## config.mk

```make
export PLATFORM = sky130hd
export DESIGN_NAME = load_store_unit
export DESIGN_NICKNAME = d
export VERILOG_FILES = /design/src/rtl/load_store_unit.sv
export SDC_FILE = /design/constraint.sdc
export NUM_CORES = 1
export LEC_CHECK = 0
export CORE_MARGIN = 2
export CORE_UTILIZATION = 47
export CTS_BUF_LIST = sky130_fd_sc_hd__clkbuf_4
export DETAILED_ROUTE_END_ITERATION = 7
export PLACE_DENSITY = 0.85
export SLEW_MARGIN = 15
export SYNTH_ARGS = -nofsm -noshare
export SYNTH_HDL_FRONTEND = slang
export SYNTH_SLANG_ARGS = --single-unit
```

## constraint.sdc

```tcl
create_clock -name clk -period 4.05 [get_ports clk]
set_input_delay 0.81 -clock clk [delete_from_list [all_inputs] [get_ports clk]]
set_output_delay 0.81 -clock clk [all_outputs]
set_load 0.005 [all_outputs]
```

## src/rtl/load_store_unit.sv

```systemverilog
// Load/store unit: turns byte/half/word CPU requests into word-wide memory
// accesses, doing read-modify-write for sub-word stores and extending loads.
module load_store_unit #(
  parameter int MEM_WORDS = 32
) (
  input  logic        clk,
  input  logic        reset,
  input  logic        req_valid,
  output logic        req_ready,
  input  logic        req_write,
  input  logic [1:0]  req_size,
  input  logic        req_unsigned,
  input  logic [31:0] req_addr,
  input  logic [31:0] req_wdata,
  output logic        resp_valid,
  output logic [31:0] resp_rdata,
  output logic        resp_error,
  output logic [31:0] mem_Address,
  output logic [31:0] mem_WriteData,
  output logic        mem_MemWrite,
  output logic        mem_MemRead,
  input  logic [31:0] mem_ReadData,
  output logic [1:0]  o_dbg_state
);

  localparam logic [1:0] S_IDLE  = 2'd0;
  localparam logic [1:0] S_READ  = 2'd1;
  localparam logic [1:0] S_WRITE = 2'd2;
  localparam logic [1:0] S_RESP  = 2'd3;

  // Handshake: a request is taken on any posedge where req_valid && req_ready;
  // resp_valid is a single-cycle pulse with no backpressure.
  logic [1:0]  r_state;
  logic        r_write;
  logic        r_unsigned;
  logic        r_err;
  logic [1:0]  r_size;
  logic [31:0] r_addr;
  logic [31:0] r_wdata;
  logic [31:0] r_rdata_q;

  logic        w_accept;
  logic        w_err;
  logic [31:0] w_lane;
  logic [31:0] w_ext;
  logic [31:0] w_merge;

  assign w_accept = req_valid && req_ready;
  assign w_err = (req_size == 2'b01 && req_addr[0]) ||
                 (req_size == 2'b10 && req_addr[1:0] != 2'b00) ||
                 (req_size == 2'b11) ||
                 ({2'b00, req_addr[31:2]} >= 32'(MEM_WORDS));

  always_ff @(posedge clk or posedge reset) begin
    if (reset) begin
      r_state    <= S_IDLE;
      r_write    <= 1'b0;
      r_unsigned <= 1'b0;
      r_err      <= 1'b0;
      r_size     <= 2'b00;
      r_addr     <= 32'd0;
      r_wdata    <= 32'd0;
      r_rdata_q  <= 32'd0;
    end else begin
      case (r_state)
        S_IDLE: begin
          if (w_accept) begin
            r_write    <= req_write;
            r_unsigned <= req_unsigned;
            r_size     <= req_size;
            r_addr     <= req_addr;
            r_wdata    <= req_wdata;
            r_err      <= w_err;
            if (w_err)                              r_state <= S_RESP;
            else if (req_write && req_size == 2'b10) r_state <= S_WRITE;
            else                                     r_state <= S_READ;
          end
        end
        S_READ: begin
          r_rdata_q <= mem_ReadData;
          r_state   <= r_write ? S_WRITE : S_RESP;
        end
        S_WRITE: r_state <= S_RESP;
        S_RESP:  r_state <= S_IDLE;
        default: r_state <= S_IDLE;
      endcase
    end
  end

  // Shift the addressed lane down to bit 0, then extend per size/signedness.
  always_comb begin
    w_lane = r_rdata_q >> {r_addr[1:0], 3'b000};
    w_ext  = r_rdata_q;
    case (r_size)
      2'b00:   w_ext = r_unsigned ? {24'd0, w_lane[7:0]}  : {{24{w_lane[7]}}, w_lane[7:0]};
      2'b01:   w_ext = r_unsigned ? {16'd0, w_lane[15:0]} : {{16{w_lane[15]}}, w_lane[15:0]};
      default: w_ext = r_rdata_q;
    endcase
  end

  always_comb begin
    w_merge = r_rdata_q;
    case (r_size)
      2'b00: begin
        case (r_addr[1:0])
          2'd0:    w_merge[7:0]   = r_wdata[7:0];
          2'd1:    w_merge[15:8]  = r_wdata[7:0];
          2'd2:    w_merge[23:16] = r_wdata[7:0];
          default: w_merge[31:24] = r_wdata[7:0];
        endcase
      end
      2'b01: begin
        if (r_addr[1]) w_merge[31:16] = r_wdata[15:0];
        else           w_merge[15:0]  = r_wdata[15:0];
      end
      default: w_merge = r_wdata;
    endcase
  end

  assign req_ready     = (r_state == S_IDLE);
  assign resp_valid    = (r_state == S_RESP);
  assign resp_error    = (r_state == S_RESP) && r_err;
  assign resp_rdata    = (r_state == S_RESP && !r_write && !r_err) ? w_ext : 32'd0;
  assign mem_MemRead   = (r_state == S_READ);
  assign mem_MemWrite  = (r_state == S_WRITE);
  assign mem_Address   = (r_state == S_READ || r_state == S_WRITE) ? {r_addr[31:2], 2'b00} : 32'd0;
  assign mem_WriteData = (r_state == S_WRITE) ? w_merge : 32'd0;
  assign o_dbg_state   = r_state;

endmodule

```

# After elaboration in Yosys (flattened, before gate mapping)
# Cells that the tools add are included.
# word_totals
register_bits,103
in_bits,103
out_inout_bits,103
word_cells,57
# classes
n_lt_le_gt_ge,1
eq_ne,10
shift,1
mux,18
reduce_logical,19
# ops
cell,count
32-bit two-way mux,5
32-bit one-hot mux with 2 select lines,2
16-bit two-way mux,2
8-bit two-way mux,4
32-bit by 5-bit right shift with 16-bit output,1
30-bit by 6-bit >= comparator with 1-bit output (second input constant),1
2-bit == test (second input constant),5
2-bit by 1-bit == test with 1-bit output (second input constant),4
2-bit one-hot mux with 4 select lines,1
1-bit logical AND,7
2-bit zero test,3
2-bit two-way mux,3
1-bit logical OR,4
3-bit OR reduction,1
1-bit zero test,2
2-bit by 1-bit != test with 1-bit output (second input constant),1
2-bit AND reduction,1
2-bit nonzero test,1
1-bit two-way mux,1

# Logic depth before layout (Yosys ltp)
# Gate-level depths: netlist (run 1).
# logic_depth
depth_word,8
depth_mapped,7
ltp_nobuf,5

# Worst setup path before layout (run 1)
# Ideal clock, no wire load.
# synth_path
path_type,register to output
start,register r_addr[0]
end,output resp_rdata[25]
t_arrival_ps,1670
required_ps,3240
setup_slack_ps,1570
stages_incl_launch_ff,7
n_path_buf,2
path_cell_list,dfrtp_1 -> buf_6 -> mux4_2 -> nand2b_2 -> a2111oi_4 -> buf_6 -> a21o_1
# synth_between
elab_chain_len,4
word_cells_on_any_way,5
cone_classes,shift (1); mux (4)
# synth_rtl
element,line_no,text
start: declaration,38,logic [31:0] r_addr;
start signal: assignment,71,r_addr <= req_addr;
32-bit by 5-bit right shift with 16-bit output *,92,"w_lane = r_rdata_q >> {r_addr[1:0], 3'b000};"
32-bit two-way mux (on tied branches),"96, 95",
32-bit one-hot mux with 2 select lines *,94,case (r_size)
32-bit two-way mux *,123,assign resp_rdata = (r_state == S_RESP && !r_write && !r_err) ? w_ext : 32'd0;
end: declaration,16,"output logic [31:0] resp_rdata,"
# Mark *: on every way between the ends. The rest lies on a longest branch, timed or not.

# Worst setup path in the final report (run 1)
# layout_path
start,register r_addr[1]
end,output resp_rdata[1]
# Same word-level chain as after synthesis.

==> key figures, run 1 <==
Yosys
  • Fraction of registers with async set or reset after synthesis: 100%
  • Cell variety after synth: 45
  • Top cells by area in the synthesized netlist: sky130_fd_sc_hd__dfrtp_1, sky130_fd_sc_hd__mux2_2, sky130_fd_sc_hd__and2_1, sky130_fd_sc_hd__mux2i_1, sky130_fd_sc_hd__a221oi_1
  • Most frequently used cell type in the post-synthesis netlist: sky130_fd_sc_hd__dfrtp_1
  • Commonest cells in the synthesized netlist: sky130_fd_sc_hd__dfrtp_1, sky130_fd_sc_hd__mux2_2, sky130_fd_sc_hd__and2_1
  • Sequential share of the synthesized area: 44.9%
  • Gate count of the mapped netlist: 542
  • Cell area after synthesis: 5750 µm²
  • Dominant cell type by area after synthesis: sky130_fd_sc_hd__dfrtp_1
  • Mean post-synth cell area: 10.6 µm²
  • Primary FF master, synth: sky130_fd_sc_hd__dfrtp_1
  • Warnings, synthesis: 0
  • Register bit count reported by yosys: 103
  • Post-synth top area share: 44.9%
  • EDFF count, synth: 0

Floorplan
  • Core footprint: 12000 µm²
  • Total Die Area: 13100 µm²
  • IO Pins: 206
  • Horizontal die dimension: 115 µm
  • Initial cell density of the core: 48.0%
  • Rows: 40
  • Die span in y: 115 µm

Power and ir drop
  • Sequential group share of total power: 35.7%
  • Reported net switching power: 2.46 mW
  • Switching power share of the total: 40.6%
  • Pwr per Cell Area: 757 nW/µm²
  • Clock network fraction of total power: 8.0%
  • Int Pwr: 3.60 mW
  • Worst VDD drop: 0.453 mV
  • Leakage component of the power: 3.29 nW
  • Relative contribution of combinational cells to total power: 56.3%

STA
  • Worst relative slew slack: 36.4%
  • Hold WS: 518 ps
  • Finish-stage setup viols: 0
  • Tcrit/Tclk final: 93.0%
  • Slew at the pin with the worst max-slew slack: 951 ps
  • Max Fclk: 266 MHz
  • Min cycle time layout: 3770 ps
  • Total Neg Setup Slack: 0 ps
  • Slew Limit Fails: 0
  • Fin. Hold Viols: 0
  • Fin Clk Skew: 18.6 ps
  • Unrepaired setup endpoints after global routing: false

Clocking
  • Clock transition at the register clock pins on the worst setup and hold paths after CTS: 160 ps
  • Clk buf depth: 2
  • Htree depth: 3
  • Clock tree from TritonCTS: built
  • Clock root cell: sky130_fd_sc_hd__clkbuf_4
  • Total number of clock tree sinks: 103
  • Number of buffers inserted during clock tree synthesis: 9
  • Clock insertion delay at the later pin of the skew report: 470 ps
  • Number of buffers added to fix hold violations after cts: 0

Routing
  • Initial drt markers: 365
  • Routed wire length per instance: 20.2 µm
  • Remaining antenna violation count after routing: 0
  • Post-route DRC violation count: 0
  • Overall via count from detail_route: 5048
  • DRT Wirelength: 17700 µm
  • Number of vias per cell after detailed routing: 5.76
  • First-pass iteration count of the detailed router: 7

Worst setup path
  • Kind of launch point of the worst setup path: flip-flop
  • Endpoint class of the critical path: output port
  • Endpoint of the worst-slack reg-to-reg timing path: r_wdata[9]
  • Critical path class: flip-flop to output port
  • Max stage delay on crit path: 680 ps
  • Maximum fanout encountered on the critical timing path: 19
  • CP max-delay cell: sky130_fd_sc_hd__dfrtp_1
  • Reg2reg setup slack: 2080 ps
  • Reg-to-reg startpoint: o_dbg_state[0]
  • Arrival time at the worst endpoint: 2960 ps
  • Cell depth of the worst flop-to-flop path: 5
  • CP required: 3240 ps
  • Sequence of cells on the critical path: buf_4 -> nor2b_1 -> o2bb2ai_1 -> nand2_1 -> a21oi_1 -> clkdlybuf4s50_1

Finish
  • Antenna diode count: 0
  • Share of cells above drive strength 1: 18.5%
  • Area growth, synth to finish: 39.2%
  • Final layout net count: 831
  • Filler Cell Count: 928

Outcome
  • Result of the run: completed

GRT
  • GRT Overall Usage: 27.1%
  • Met2 track demand over resource: 43.3%
  • Total grt overflow: 0
  • Largest net degree at the start of global routing: 57
  • Global-route track usage on met3: 6.14%
  • Top Usage Layer GRT: met2
  • Routing usage on met1: 36.7%
  • Via count of the first global-routing pass: 5039
  • Initial antenna violation count: 0
  • Global-route wire length before repair: 27300 µm

Place
  • PortBufs: 203
  • HPWL after DPL: 13200 µm
  • Final RePlAce weighted congestion: 0.937

Min path
  • Start point of the worst min-delay path: r_addr[22]
  • Worst hold path cell count: 1
  • Min-Delay Endpoint: r_addr[22]
  • Path type of the worst min-delay path: flip-flop to flip-flop

Run
  • Max-cap violations: 0
-- power by group through the flow --
stage	logic (mW)	clock network (mW)	registers (mW)
3_5_place_dp	3.38	0	2.16
6_report	3.41	0.485	2.16
3_3_place_gp	3.29	0	2.13
4_1_cts	3.41	0.502	2.13
5_1_grt	3.68	0.542	2.22
2_1_floorplan	2.14	0	1.85
-- cells by family (layout without fill, tap and decap cells) --
| family | count (synthesis) | in the layout | synth area share [%] |
|---|---|---|---|
| simple gates | 134 | 134 | 11.8 |
| buf+inv | 58 | 244 | 4.42 |
| mux | 114 | 114 | 22.0 |
| fa+ha+maj | 4 | 4 | 0.871 |
| compound gates | 128 | 128 | 16.0 |
| flops | 103 | 103 | 44.9 |
| other cells | 1 | 2 | 0.0653 |
-- area by class of cell --
| cell class | instances | area, µm² | area share, % |
|---|---|---|---|
| multi-input cells | 382 | 2930 | 36.6 |
| flip-flops and latches | 103 | 2580 | 32.2 |
| repair buffers | 213 | 2130 | 26.7 |
| well taps | 147 | 184 | 2.30 |
| clock buffers | 11 | 82.6 | 1.03 |
| inverters | 15 | 58.8 | 0.735 |
| clock inverters | 5 | 33.8 | 0.422 |
-- per-stage QoR --
step,cell area (µm²),instances,worst slack [ps],power [mW],utilization [%]
global route,8000,876,136,6.44,66.9
global placement,7850,859,728,5.43,65.6
floorplan,5750,543,536,3.99,-
CTS,7970,875,68.0,6.04,66.6
finish,8000,876,285,6.06,66.9
detailed placement,7850,859,628,5.53,65.6
-- layer usage --
layer,wire [µm],vias up
met5,0,-
met4,390,0
met3,1500,31
met2,8350,266
met1,7500,2452
li1,-,2299
-- state kept, by name (all words and copies together) (netlist names) --
register and cells:
o_dbg_state 2, r_addr 32, r_err 1, r_rdata_q 32
r_size 2, r_unsigned 1, r_wdata 32, r_write 1
-- critical path: cells and delay by family, from the launching register on --
family,cells,cell delay (ps)
buffers and inverters,2,890
flip-flops,1,680
AO/OA/AOI/OAI,2,400
AND/OR/NAND/NOR,2,510
-- cell usage in the layout, fill, tap and decap left out, drive strengths merged, types with 11 or more instances in the layout --
cell type,netlist,routed
a21o,16,16
a21oi,15,15
a221oi,17,17
a22oi,14,14
and2,39,39
clkbuf,24,11
clkdlybuf4s50,0,203
dfrtp,103,103
inv,14,15
mux2,90,90
mux2i,23,23
nand2,31,31
nor2,38,38
o21ai,31,31
-- worst max-delay path by stage --
stage / start / to / slack [ps] / cells after the start
CTS: r_addr[0] / resp_rdata[22] / 70 / 5
detailed placement: r_addr[0] / resp_rdata[22] / 630 / 5
floorplan: reset / o_dbg_state[0] / 540 / 1
global placement: r_addr[0] / mem_WriteData[23] / 730 / 5
finish: r_addr[1] / resp_rdata[1] / 280 / 6
global route: r_addr[1] / resp_rdata[1] / 140 / 6
-- repair_timing --
item / 4_1_cts / 5_1_grt
endpoints found under the setup margin: 0 / 26
buffers inserted: 0 / 1
gates resized for setup: 0 / 2
No activity file was read; power rests on OpenSTA's default activity.
==> inputs of run 2 (changes only) <==
CORE_MARGIN = not set   (was 2)
==> run 2 against run 1 <==
Compared with the run above: global-route usage rose by 1.9 points; hold slack about the same; largest power group unchanged; largest cell class unchanged; critical path type unchanged; combinational power barely moved.
==> key figures, run 2 (synthesis gave the netlist of run 1 again) <==
Outcome
  • Result of the run: completed

Power and ir drop
  • Switching power share of the total: 40.7% (+0.082 points)
  • Pwr per Cell Area: 758 nW/µm² (about the same)
  • Worst VDD drop: 0.455 mV (+0.31%)
  • Clock network fraction of total power: 7.7% (-0.3 points)
  • Reported net switching power: 2.45 mW (-0.16%)
  • Sequential group share of total power: 36.1% (+0.4 points)
  • Leakage component of the power: 3.28 nW (-0.28%)
  • Int Pwr: 3.58 mW (-0.50%)
  • Tot Pwr: 6.03 mW (-0.36%)
  • Relative contribution of combinational cells to total power: 56.2% (about the same)

Clocking
  • Number of buffers added to fix hold violations after cts: 0 (unchanged)
  • Htree depth: 3 (unchanged)
  • Resized Gates After CTS: 0 (unchanged)
  • Clk buf depth: 2 (unchanged)
  • Number of buffers inserted during clock tree synthesis: 9 (unchanged)
  • Total number of clock tree sinks: 103 (unchanged)
  • Postcts setup bufs: 0 (unchanged)
  • Clock transition at the register clock pins on the worst setup and hold paths after CTS: 160 ps (about the same)
  • Clock root cell: sky130_fd_sc_hd__clkbuf_4
  • Clock tree from TritonCTS: built
  • Clock insertion delay at the later pin of the skew report: 470 ps (about the same)

Floorplan
  • IO Pins: 206 (unchanged)
  • Rows: 40 (unchanged)
  • Initial cell density of the core: 48.0% (unchanged)
  • Total Die Area: 12700 µm² (-3.5%)
  • Core footprint: 12000 µm² (unchanged)
  • Horizontal die dimension: 113 µm (-1.7%)
  • Die span in y: 113 µm (-1.7%)

STA
  • Finish-stage setup viols: 0 (unchanged)
  • Hold WS: 518 ps (-0.0450 ps)
  • Tcrit/Tclk final: 96.1% (+3.2 points)
  • Total Neg Setup Slack: 0 ps (unchanged)
  • Fin. Hold Viols: 0 (unchanged)
  • Slack of the critical path: 157 ps (-128 ps)
  • Slew at the pin with the worst max-slew slack: 791 ps (-160 ps)
  • Max Fclk: 257 MHz (-3.3%)
  • Worst relative slew slack: 47.3% (+11 points)
  • Fin Clk Skew: 19.1 ps (+0.439 ps)
  • Unrepaired setup endpoints after global routing: false
  • Slew Limit Fails: 0 (unchanged)
  • Min cycle time layout: 3890 ps (+128 ps)

GRT
  • Via count of the first global-routing pass: 5104 (+1.3%)
  • GRT Overall Usage: 29.0% (+1.9 points)
  • Largest net degree at the start of global routing: 57 (unchanged)
  • Initial antenna violation count: 0 (unchanged)
  • Total grt overflow: 0 (unchanged)
  • Global-route wire length before repair: 28300 µm (+3.6%)

Place
  • HPWL after DPL: 13300 µm (+0.84%)
  • Placed instance count: 861 (+0.23%)
  • Final RePlAce weighted congestion: 0.931 (-0.64%)
  • Worst slack at placement: 649 ps (+20.7 ps)
  • Placed instance area: 7860 µm² (about the same)
  • PortBufs: 203 (unchanged)

Routing
  • Routed wire length per instance: 20.1 µm (-0.88%)
  • DRT Wirelength: 17600 µm (-0.99%)
  • Uppermost layer routed: met4
  • Initial drt markers: 490 (+34%)
  • Number of vias per cell after detailed routing: 5.85 (+1.6%)
  • First-pass iteration count of the detailed router: 5 (-2)
  • Routed length on met1: 7500 µm (unchanged)
  • Overall via count from detail_route: 5121 (+1.4%)
  • Post-route DRC violation count: 0 (unchanged)
  • Wire length on met2: 8170 µm (-2.1%)
  • Met3 Routed Length: 1460 µm (-2.6%)
  • Remaining antenna violation count after routing: 0 (unchanged)

Finish
  • Final layout net count: 832 (+0.12%)
  • Area growth, synth to finish: 38.6%
  • Multi-input gate area: 2930 µm² (unchanged)
  • Filler Cell Count: 920 (-0.86%)
  • Final non-filler cell total: 875 (-0.11%)
  • Antenna diode count: 0 (unchanged)
  • Post-layout util: 66.6% (-0.29 points)
  • Sequential cell area: 2580 µm² (about the same)
  • Final standard cell area without fillers: 7960 µm² (-0.44%)
  • Largest regs: r_addr: 32 flops, r_rdata_q: 32 flops, r_wdata: 32 flops
  • Leading cell types in the layout, fill and taps excluded: sky130_fd_sc_hd__clkdlybuf4s50_1, sky130_fd_sc_hd__dfrtp_1, sky130_fd_sc_hd__mux2_2, sky130_fd_sc_hd__nor2_1, sky130_fd_sc_hd__and2_1
  • Share of cells above drive strength 1: 18.3% (-0.25 points)
  • Most common library cell in the layout ignoring fill and taps: sky130_fd_sc_hd__clkdlybuf4s50_1

Min path
  • Path type of the worst min-delay path: flip-flop to flip-flop
  • Start point of the worst min-delay path: r_addr[25]

Worst setup path
  • Kind of launch point of the worst setup path: flip-flop
  • Maximum fanout encountered on the critical timing path: 17 (-2)
  • CP required: 3240 ps (about the same)
  • Critical path class: flip-flop to output port
  • Reg-to-reg startpoint: o_dbg_state[0]
  • CP startpoint: r_addr[1]
  • Endpoint class of the critical path: output port
  • Arrival time at the worst endpoint: 3080 ps (+120 ps)

Run
  • Max-cap violations: 0 (unchanged)
run 2: cell count changes in the layout (fill, tap and decap cells not counted):
cell	delta
sky130_fd_sc_hd__buf_12	-2
sky130_fd_sc_hd__dfrtp_2	-1
sky130_fd_sc_hd__clkbuf_4	-1
sky130_fd_sc_hd__dfrtp_1	+1
sky130_fd_sc_hd__buf_4	+3
sky130_fd_sc_hd__inv_6	-1
run 2: final timing paths:
path / endpoint / slack [ps] / cells after the start
setup / recovery: resp_rdata[25] / 160 / 6
hold / removal: r_addr[25] / 520 / 1
setup reg to reg: r_wdata[9] / 2020 / 5
hold reg to reg: r_addr[25] / 520 / 1
max in group asynchronous: r_addr[25] / 2430 / 3
min in group asynchronous: r_wdata[21] / 800 / 2
run 2: worst max-delay path, stage by stage (launching register included):
cell and delay [ps]:
sky130_fd_sc_hd__dfrtp_1 860, sky130_fd_sc_hd__mux2_2 410, sky130_fd_sc_hd__a32oi_1 350, sky130_fd_sc_hd__a2111oi_4 140
sky130_fd_sc_hd__buf_4 220, sky130_fd_sc_hd__a21o_1 170, sky130_fd_sc_hd__clkdlybuf4s50_1 460
run 2: final cells by class:
| type | instances | area share (%) |
|---|---|---|
| Sequential cell | 103 | 32.4 |
| Clock buffer | 10 | 0.943 |
| Multi-Input combinational cell | 382 | 36.8 |
| Inverter | 15 | 0.739 |
| Clock inverter | 4 | 0.314 |
| Timing Repair Buffer | 214 | 26.6 |
| Tap cell | 147 | 2.31 |
run 2: power by group through the flow:
stage | clock, mW | combinational, mW | sequential (mW)
final | 0.462 | 3.39 | 2.18
after global routing | 0.519 | 3.68 | 2.25
after CTS | 0.478 | 3.38 | 2.16
after detailed placement | 0 | 3.36 | 2.18
after global placement | 0 | 3.28 | 2.16
after floorplan | 0 | 2.14 | 1.85
run 2: layer usage:
metal	vias to the layer above	global-route usage [%]
li1	2321	-
met1	2509	39.6
met2	259	45.4
met3	32	6.48
met4	0	10.4
met5	-	0
